## src/rtl/trade_pkg.sv

```systemverilog
// Types and widths shared by the strategy, preprocessor and order-management blocks.
package trade_pkg;
    localparam int PRICE_W = 8;
    localparam int POS_W   = 8;
    localparam int QTY_W   = 4;

    typedef enum logic {
        SIDE_BUY  = 1'b0,
        SIDE_SELL = 1'b1
    } side_t;

    typedef enum logic [1:0] {
        IDLE     = 2'd0,
        ISSUE    = 2'd1,
        COOLDOWN = 2'd2
    } om_state_t;

    typedef struct packed {
        side_t              side;
        logic [PRICE_W-1:0] price;
    } order_t;
endpackage

```

## src/rtl/trade_order_manager_if.sv

```systemverilog
// Order handshake toward the order-entry/TX stage.
interface trade_order_manager_if;
    import trade_pkg::*;

    logic               order_valid;
    logic               order_ready;
    side_t              order_side;
    logic [PRICE_W-1:0] order_price;
    logic [QTY_W-1:0]   order_qty;

    modport master (
        output order_valid, order_side, order_price, order_qty,
        input  order_ready
    );

    modport slave (
        input  order_valid, order_side, order_price, order_qty,
        output order_ready
    );
endinterface

```

## src/rtl/trade_cooldown_timer.sv

```systemverilog
// Loadable down-counter; done flags the last cooldown cycle (count == 1).
module trade_cooldown_timer #(
    parameter int W = 4
) (
    input  logic         clk,
    input  logic         rst,
    input  logic         load,
    input  logic [W-1:0] load_value,
    output logic         done,
    output logic         active
);
    logic [W-1:0] cnt_q, cnt_d;

    always_comb begin
        cnt_d = cnt_q;
        if (load)
            cnt_d = load_value;
        else if (cnt_q != '0)
            cnt_d = cnt_q - W'(1);
    end

    always_ff @(posedge clk or posedge rst) begin
        if (rst) cnt_q <= '0;
        else     cnt_q <= cnt_d;
    end

    assign done   = (cnt_q == W'(1));
    assign active = (cnt_q != '0);
endmodule

```

## src/rtl/trade_order_manager.sv

```systemverilog
// Turns strategy buy/sell pulses into single handshaken orders, with a position
// limit, a post-order cooldown and saturating debug counters.
module trade_order_manager
    import trade_pkg::*;
#(
    parameter int MAX_POS         = 8,
    parameter int ORDER_QTY       = 1,
    parameter int COOLDOWN_CYCLES = 8,
    parameter int CNT_W           = 16
) (
    input  logic                     clk,
    input  logic                     rst,
    input  logic                     buy_signal,
    input  logic                     sell_signal,
    input  logic [PRICE_W-1:0]       current_price,
    trade_order_manager_if.master    ord,
    output logic signed [POS_W-1:0]  position,
    output logic [CNT_W-1:0]         orders_sent,
    output logic [CNT_W-1:0]         signals_rejected,
    output logic                     busy
);
    localparam int CD_W = (COOLDOWN_CYCLES < 2) ? 1 : $clog2(COOLDOWN_CYCLES + 1);
    localparam logic signed [POS_W:0]   QTY_S = (POS_W+1)'(ORDER_QTY);
    localparam logic signed [POS_W:0]   MAX_S = (POS_W+1)'(MAX_POS);
    localparam logic signed [POS_W-1:0] QTY_P = POS_W'(ORDER_QTY);

    om_state_t               state_q, state_d;
    order_t                  ord_q, ord_d;
    logic signed [POS_W-1:0] pos_q, pos_d;
    logic [CNT_W-1:0]        sent_q, sent_d, rej_q, rej_d;

    logic signed [POS_W:0]   pos_ext;
    logic buy_ok, sell_ok, one_sig, accept, hs;
    logic cd_load, cd_done, cd_active;

    // One bit of headroom so position +/- qty never wraps before the compare.
    assign pos_ext = {pos_q[POS_W-1], pos_q};
    assign buy_ok  = (pos_ext + QTY_S) <= MAX_S;
    assign sell_ok = (pos_ext - QTY_S) >= -MAX_S;
    assign one_sig = buy_signal ^ sell_signal;
    assign accept  = one_sig && (sell_signal ? sell_ok : buy_ok);
    assign hs      = (state_q == ISSUE) && ord.order_ready;

    trade_cooldown_timer #(.W(CD_W)) u_cooldown (
        .clk        (clk),
        .rst        (rst),
        .load       (cd_load),
        .load_value (CD_W'(COOLDOWN_CYCLES)),
        .done       (cd_done),
        .active     (cd_active)
    );

    always_ff @(posedge clk or posedge rst) begin
        if (rst) state_q <= IDLE;
        else     state_q <= state_d;
    end

    always_comb begin
        state_d = state_q;
        cd_load = 1'b0;
        case (state_q)
            IDLE:
                if (accept) state_d = ISSUE;
            ISSUE:
                if (hs) begin
                    if (COOLDOWN_CYCLES == 0) begin
                        state_d = IDLE;
                    end else begin
                        state_d = COOLDOWN;
                        cd_load = 1'b1;
                    end
                end
            COOLDOWN:
                if (cd_done || !cd_active) state_d = IDLE;
            default:
                state_d = IDLE;
        endcase
    end

    always_comb begin
        ord.order_valid = (state_q == ISSUE);
        ord.order_side  = ord_q.side;
        ord.order_price = ord_q.price;
        ord.order_qty   = QTY_W'(ORDER_QTY);
        busy            = (state_q != IDLE);
    end

    // Signals outside IDLE are dropped outright: not latched, not counted.
    always_comb begin
        ord_d  = ord_q;
        pos_d  = pos_q;
        sent_d = sent_q;
        rej_d  = rej_q;
        if (state_q == IDLE) begin
            if (accept) begin
                ord_d.side  = sell_signal ? SIDE_SELL : SIDE_BUY;
                ord_d.price = current_price;
            end else if (buy_signal || sell_signal) begin
                rej_d = (&rej_q) ? rej_q : rej_q + CNT_W'(1);
            end
        end
        if (hs) begin
            pos_d  = (ord_q.side == SIDE_SELL) ? pos_q - QTY_P : pos_q + QTY_P;
            sent_d = (&sent_q) ? sent_q : sent_q + CNT_W'(1);
        end
    end

    always_ff @(posedge clk or posedge rst) begin
        if (rst) begin
            ord_q  <= '{side: SIDE_BUY, price: '0};
            pos_q  <= '0;
            sent_q <= '0;
            rej_q  <= '0;
        end else begin
            ord_q  <= ord_d;
            pos_q  <= pos_d;
            sent_q <= sent_d;
            rej_q  <= rej_d;
        end
    end

    assign position         = pos_q;
    assign orders_sent      = sent_q;
    assign signals_rejected = rej_q;
endmodule

```

## src/flat_wrapper.sv

```systemverilog
// flat-port wrapper written by rule: the top's interface ports become plain ports
module trade_order_manager_flat import trade_pkg::*;
#(
    parameter int MAX_POS         = 8,
    parameter int ORDER_QTY       = 1,
    parameter int COOLDOWN_CYCLES = 8,
    parameter int CNT_W           = 16
)
  (clk, rst, buy_signal, sell_signal, current_price, position, orders_sent, signals_rejected, busy, ord_order_valid, ord_order_side, ord_order_price, ord_order_qty, ord_order_ready);
  trade_order_manager_if ord_i ();
  input  logic clk;
  input  logic rst;
  input  logic buy_signal;
  input  logic sell_signal;
  input  logic [PRICE_W-1:0] current_price;
  output logic signed [POS_W-1:0] position;
  output logic [CNT_W-1:0] orders_sent;
  output logic [CNT_W-1:0] signals_rejected;
  output logic busy;
  output wire logic [$bits(ord_i.order_valid)-1:0] ord_order_valid;
  output wire logic [$bits(ord_i.order_side)-1:0] ord_order_side;
  output wire logic [$bits(ord_i.order_price)-1:0] ord_order_price;
  output wire logic [$bits(ord_i.order_qty)-1:0] ord_order_qty;
  input wire logic [$bits(ord_i.order_ready)-1:0] ord_order_ready;
  assign ord_order_valid = ord_i.order_valid;
  assign ord_order_side = ord_i.order_side;
  assign ord_order_price = ord_i.order_price;
  assign ord_order_qty = ord_i.order_qty;
  assign ord_i.order_ready = ord_order_ready;
  trade_order_manager #(.MAX_POS(MAX_POS), .ORDER_QTY(ORDER_QTY), .COOLDOWN_CYCLES(COOLDOWN_CYCLES), .CNT_W(CNT_W)) u_core (.clk(clk), .rst(rst), .buy_signal(buy_signal), .sell_signal(sell_signal), .current_price(current_price), .ord(ord_i), .position(position), .orders_sent(orders_sent), .signals_rejected(signals_rejected), .busy(busy));
endmodule
```

## config.mk

```make
export PLATFORM = sky130hd
export DESIGN_NAME = trade_order_manager_flat
export DESIGN_NICKNAME = d
export VERILOG_FILES = /design/src/rtl/trade_pkg.sv /design/src/rtl/trade_order_manager_if.sv /design/src/rtl/trade_cooldown_timer.sv /design/src/rtl/trade_order_manager.sv /design/src/flat_wrapper.sv
export SDC_FILE = /design/constraint.sdc
export NUM_CORES = 1
export LEC_CHECK = 0
export CORE_ASPECT_RATIO = 1.1
export CORE_MARGIN = 3
export CORE_UTILIZATION = 44
export CTS_CLUSTER_SIZE = 12
export DETAILED_ROUTE_END_ITERATION = 16
export HOLD_SLACK_MARGIN = 0.12
export PLACE_DENSITY = 0.73
export SLEW_MARGIN = 20
export SYNTH_ARGS = -nofsm -noshare
export SYNTH_HDL_FRONTEND = slang
export SYNTH_HIERARCHICAL = 1
export SYNTH_SLANG_ARGS = --single-unit
```

## constraint.sdc

```tcl
create_clock -name clk -period 3.3 [get_ports clk]
set_clock_uncertainty 0.1 [all_clocks]
set_input_delay 0.495 -clock clk [delete_from_list [all_inputs] [get_ports clk]]
set_output_delay 0.495 -clock clk [all_outputs]
set_load 0.01 [all_outputs]
```

-- After elaboration in Yosys (flattened, before gate mapping)
Index checks and enable logic that the tools add are counted.
- add/subtract/negate cells: 7
- magnitude comparators: 2
- equality and inequality tests: 6
- mux-type cells: 11
- bitwise operators: 4
- reduce and logical (&&, ||, !) cells: 15
- operators with widths (operator ; number):
    16-bit by 1-bit adder with 16-bit output (second input constant) ; 2
    16-bit AND reduction ; 2
    8-bit by 2-bit adder with 9-bit output (second input constant) ; 1
    9-bit by 4-bit >= comparator with 1-bit output (second input constant) ; 1
    9-bit by 5-bit less-or-equal comparator with 1-bit output (second input constant) ; 1
    8-bit by 2-bit subtractor with 9-bit output (second input constant) ; 1
    8-bit by 2-bit adder with 8-bit output (second input constant) ; 1
    4-bit 2-to-1 mux ; 2
    8-bit 2-to-1 mux ; 1
    8-bit by 2-bit subtractor with 8-bit output (second input constant) ; 1
    2-bit 2-to-1 mux ; 3
    2-bit by 1-bit != test with 1-bit output (second input constant) ; 3
    2-bit case mux with 3 select lines ; 1
    4-bit by 1-bit equality test with 1-bit output (second input constant) ; 1
    1-bit 2-to-1 mux ; 4
    2-bit AND reduction ; 2
    4-bit AND reduction ; 1
    2-bit nonzero test ; 2
    4-bit nonzero test ; 1
    4-bit by 1-bit subtractor with 4-bit output (second input constant) ; 1
    1-bit NOT ; 3
    3-bit AND reduction ; 1
    2-bit by 1-bit equality test with 1-bit output (second input constant) ; 1
    2-bit equality test (second input constant) ; 1
    other kinds (5) ; 7
- register bits after elaboration: 55
- input bits: 13
- output and inout bits: 55
- word-level logic and storage cells: 52

-- Longest topological paths before layout
- word-level depth: 6
- gate-level depth with buffers: 7
- depth with buffers taken out: 7

-- By module
The synthesis kept the hierarchy.
- by module, submodules not included (module ; times used ; cells each ; area an instance (um^2) ; seq. area each (um^2)):
    trade_order_manager ; 1 ; 244 ; 2735.1 ; 1276.2
    trade_cooldown_timer ; 1 ; 27 ; 265.3 ; 100.1

-- Worst setup path before layout
No wires, ideal clock.
- path kind: flip-flop to flip-flop
- start point: register u_core.ord_q (netlist bit u_core/ord.order_side)
- end point: register u_core.pos_q[6], in the netlist u_core/position[6]
- setup time: 0.069 ns
- data arrival time: 1.767 ns
- data required time: 3.131 ns
- setup slack: 1.364 ns
- cell stages (with the launch flop): 7
- path buffers: 0
- period minus slack after synthesis: 1.936 ns
- path through: dfrtp_1 -> ha_1 -> nor2b_1 -> o21ai_1 -> a21boi_0 -> or4_1 -> nand3_1
- longest elaborated chain between the ends: 1
- RTL lines (element ; line ; source):
    start: declaration ; trade_order_manager.sv:28 ; order_t ord_q, ord_d;
    start signal: assignment ; trade_order_manager.sv:110 ; ord_q <= '{side: SIDE_BUY, price: '0};
    start signal: assignment ; trade_order_manager.sv:115 ; ord_q <= ord_d;
    8-bit 2-to-1 mux ; trade_order_manager.sv:103 ; pos_d = (ord_q.side == SIDE_SELL) ? pos_q - QTY_P : pos_q + QTY_P;
    end signal: assignment ; trade_order_manager.sv:116 ; pos_q <= pos_d;
    end: declaration ; trade_order_manager.sv:29 ; logic signed [POS_W-1:0] pos_q, pos_d;
Every way passes these cells.
A chain may end at the register's enable or synchronous reset.

-- Final worst setup path
- start point: input sell_signal
- end point: register u_core.rej_q[11], in the netlist u_core/signals_rejected[11]
- longest elaborated chain between the ends: 4
- elaborated cells between the ends (all ways): 6
- those cells by class: mux: 1; bitwise: 2; reduce/logical: 3
- RTL lines (element ; line ; source):
    start: declaration ; flat_wrapper.sv:14 ; input logic sell_signal;
    1-bit bitwise XOR / 1-bit 2-to-1 mux (equally long branches) ; trade_order_manager.sv:40, trade_order_manager.sv:41 ;
    1-bit logical AND ; trade_order_manager.sv:41 ; assign accept = one_sig && (sell_signal ? sell_ok : buy_ok);
    1-bit NOT (no source line) ; -- ;
    4-bit AND reduction (no source line) (*) ; -- ;
    end signal: assignment ; trade_order_manager.sv:118 ; rej_q <= rej_d;
    end: declaration ; trade_order_manager.sv:30 ; logic [CNT_W-1:0] sent_q, sent_d, rej_q, rej_d;
Mark *: on every way between the ends. The rest lies on a longest branch, timed or not.

==> flow_summary.toml <==
[final_layout]
drive_gt1_share_pct = 9.38
fin_nets = 368
layoutNonFillerInstCount = 421
areaGrowthSynthToFinish_pct = 26.7
fillers = 587
antenna_cells = 0
register_area_sq_um = 1380
multi_input_area_sq_um = 1550

[clocking]
cts_tree = "yes"
clock_tree.root_cell = "clkbuf_8"
clock_path_buffers = 2
clk_pin_slew_worst_paths_ns = 0.09
h-tree-depth = 2
cts_sinks = 55
clock_latency_ns = 0.30
numCtsBuffers = 5
cts_setup_buffers = 0
postCtsHoldBufs = 0
cts_resized = 0

[critical_path]
cp_slowest_stage_delay_ns = 0.56
cp.required_ns = 3.39
crit_top_cell = "nand4_1"
worstPathArrival_ns = 2.46
cp_cell_sequence = "clkdlybuf4s50_1, inv_1, ha_1, nor3_2, nand4_1, a41oi_2, nand4_1, xnor2_1"
cp-start-kind = "input pin"
slowest_stage = "clkdlybuf4s50_1"
cp_max_fo = 6
crit_type = "input pin to flip-flop"
end_kind = "flip-flop"

[yosys]
synth_ff_type = "dfrtp_1"
syn_inst = 271
yosys_warnings = 6
yosysUniqueCellTypes = 57
ys_top_cells_by_area = "dfrtp_1, xnor2_1, ha_1, nand4_1, mux2_1"
synth_top_area_share_pct = 45.9
ys_seq_elements = 55
synth_edf_count = 0
synth_largest_area_cell = "dfrtp_1"
yosysSeqAreaShare_pct = 45.9
synthArstFlopShare_pct = 100
syn_area_sq_um = 3000
synth_area_per_cell_sq_um = 11.1

[global_routing]
grt-ovfl-total = 0
antenna_found_initial = 0
grt_pass1_wl_mm = 10.5
grt_pass1_vias = 2215
grt_usage_pct = 16.0
grt_max_degree = 35

[drt]
routed_via_density = 5.39
dr.pass1.iters = 4
wire_per_inst_microns = 14.6
routed_wl_mm = 6.15
vias = 2269
drt_iter0_drc = 81
route.detailed.drc = 0
antenna_left = 0

[flow_run]
cap_violations = 0

[floorplanning]
initial_core_util_pct = 47.0
dieArea_sq_um = 7850
io-pin-count = 68
core_sq_um = 6380
die-width_microns = 84.7
num_rows = 30
die_h_microns = 92.6

[sta]
tns_ns = 0
finalCritPeriodShare_pct = 71.8
fin_crit_ns = 2.37
clock.fmax_mhz = 422
finalHoldViolations = 0
worst_pin_slew_ns = 0.818
slew_headroom_pct = 45.3
setup_viol = 0
rsz0062_at_grt = "false"
slew_viol_final = 0

[place]
dp_cells = 415
gp_congestion = 0.795
place_hpwl_mm = 4.57
io_buffer_count = 63

[power_and_ir_drop]
power.density_nw_per_um2 = 779
power.leakage_nw = 1.58
ir_drop_mv = 0.390

[hold_path]
hold_path.class = "input pin to asynchronous set/reset pin"

[outcome]
status = "finished clean"
[kinds of logic after synthesis]
family,Yosys count,share of synthesized area [%]
AOI/OAI and AO/OA,35,8.63
xor gates and xnor gates,32,9.34
and+or+nand+nor,99,21.7
muxes,14,5.21
other,2,0.250
DFF,55,45.9
adders and majority gates,13,5.67
buffers and inverters,21,3.29
[report_power, final]
part	internal, mW	total, mW	leakage, nW	switching, mW
clock	0.142	0.352	0.0361	0.210
sequential	0.881	1.15	0.705	0.267
combinational	0.784	1.46	0.844	0.677
total	1.81	2.96	1.58	1.15
[per-layer routing]
metal,share of wire [%],global-route usage [%]
met2,49,27.5
met4,0.88,4.35
met5,0,0
met1,47,21.1
met3,4.0,2.49
[cell type report]
cell class / count / share of cell area [%]
Inverter: 13 / 1.28
Multi-Input combinational cell: 201 / 40.7
Timing Repair Buffer: 66 / 17.2
Clock inverter: 1 / 0.197
Sequential cell: 55 / 36.2
Tap cell: 80 / 2.63
Clock buffer: 5 / 1.81
[placed cells by master, fill, tap and decap left out, types with 2 or more instances in the layout]
master,Yosys,layout
nor2b_1,3,3
buf_4,5,3
o21ai_0,10,10
nand3_1,10,10
nor3b_1,3,3
mux2_1,8,8
xnor2_1,29,29
inv_1,13,12
a211oi_1,3,3
o21ai_1,2,2
nand2b_1,4,4
a21oi_1,4,4
nor3_2,3,3
xor2_1,3,3
clkbuf_8,0,5
nor2_1,7,7
nand2_1,19,19
o31ai_1,3,3
ha_1,12,12
nor3_1,5,5
o21a_1,3,3
and4_1,4,4
dfrtp_1,55,55
mux2_2,5,5
clkdlybuf4s50_1,0,63
conb_1,2,8
and2_1,2,2
and3_1,5,5
nand4_1,18,18
[stage by stage]
step	power, mW	hold slack (ns)	setup slack, ns	area [sq um]	util (%)
2_1_floorplan	2.05	0.161	1.36	3020	-
3_3_place_gp	2.58	0.369	0.662	3730	58.4
3_5_place_dp	2.63	0.377	0.604	3730	58.4
4_1_cts	2.98	0.329	0.930	3800	59.6
5_1_grt	3.19	0.341	0.778	3800	59.6
6_report	2.96	0.331	0.932	3800	59.6
[Yosys cell counts, drive strengths merged, types with 2 or more instances]
master,count
nor3b,5
dfrtp,55
a41oi,2
nand2,19
a211oi,3
nand3,11
ha,12
nor3,8
and3,5
inv,13
or3,2
o31ai,3
nand3b,2
conb,2
and4,4
o21a,3
nor4,2
mux2,13
clkbuf,2
xor2,3
nor2,8
o21ai,12
or2,2
nor2b,3
and2,3
buf,6
nand2b,4
a21oi,4
xnor2,29
nand4,19
[worst paths after layout]
check / startpoint / endpoint / slack, ns / cells past startpoint
worst max-delay path: sell_signal / u_core/signals_rejected[11] / 0.93 / 8
worst min-delay path: rst / u_core/u_cooldown/cnt_q[0] / 0.33 / 2
worst max register to register: u_core/ord.order_side / u_core/position[6] / 1.19 / 6
worst min register to register: u_core/ord.order_price[1] / u_core/ord.order_price[1] / 0.39 / 1
max in group asynchronous: rst / u_core/signals_rejected[5] / 1.90 / 3
min in group clk: u_core/ord.order_price[1] / u_core/ord.order_price[1] / 0.39 / 1
[sequential cells by signal, summed over array words and instances (netlist names)]
name and cells:
u_core/orders_sent 16, u_core/signals_rejected 16, u_core/ord.order_price 8, u_core/position 8, u_core/u_cooldown/cnt_q 4, u_core/state_q 2
u_core/ord.order_side 1
[worst max-delay path, delay by kind of cell]
| kind | cells | cell delay, ns |
|---|---|---|
| compound gates | 1 | 0.34 |
| xor+xnor | 1 | 0.19 |
| fa+ha+maj | 1 | 0.22 |
| buf+inv | 2 | 0.64 |
| simple gates | 3 | 0.58 |
(Power assumes the default switching activity.)
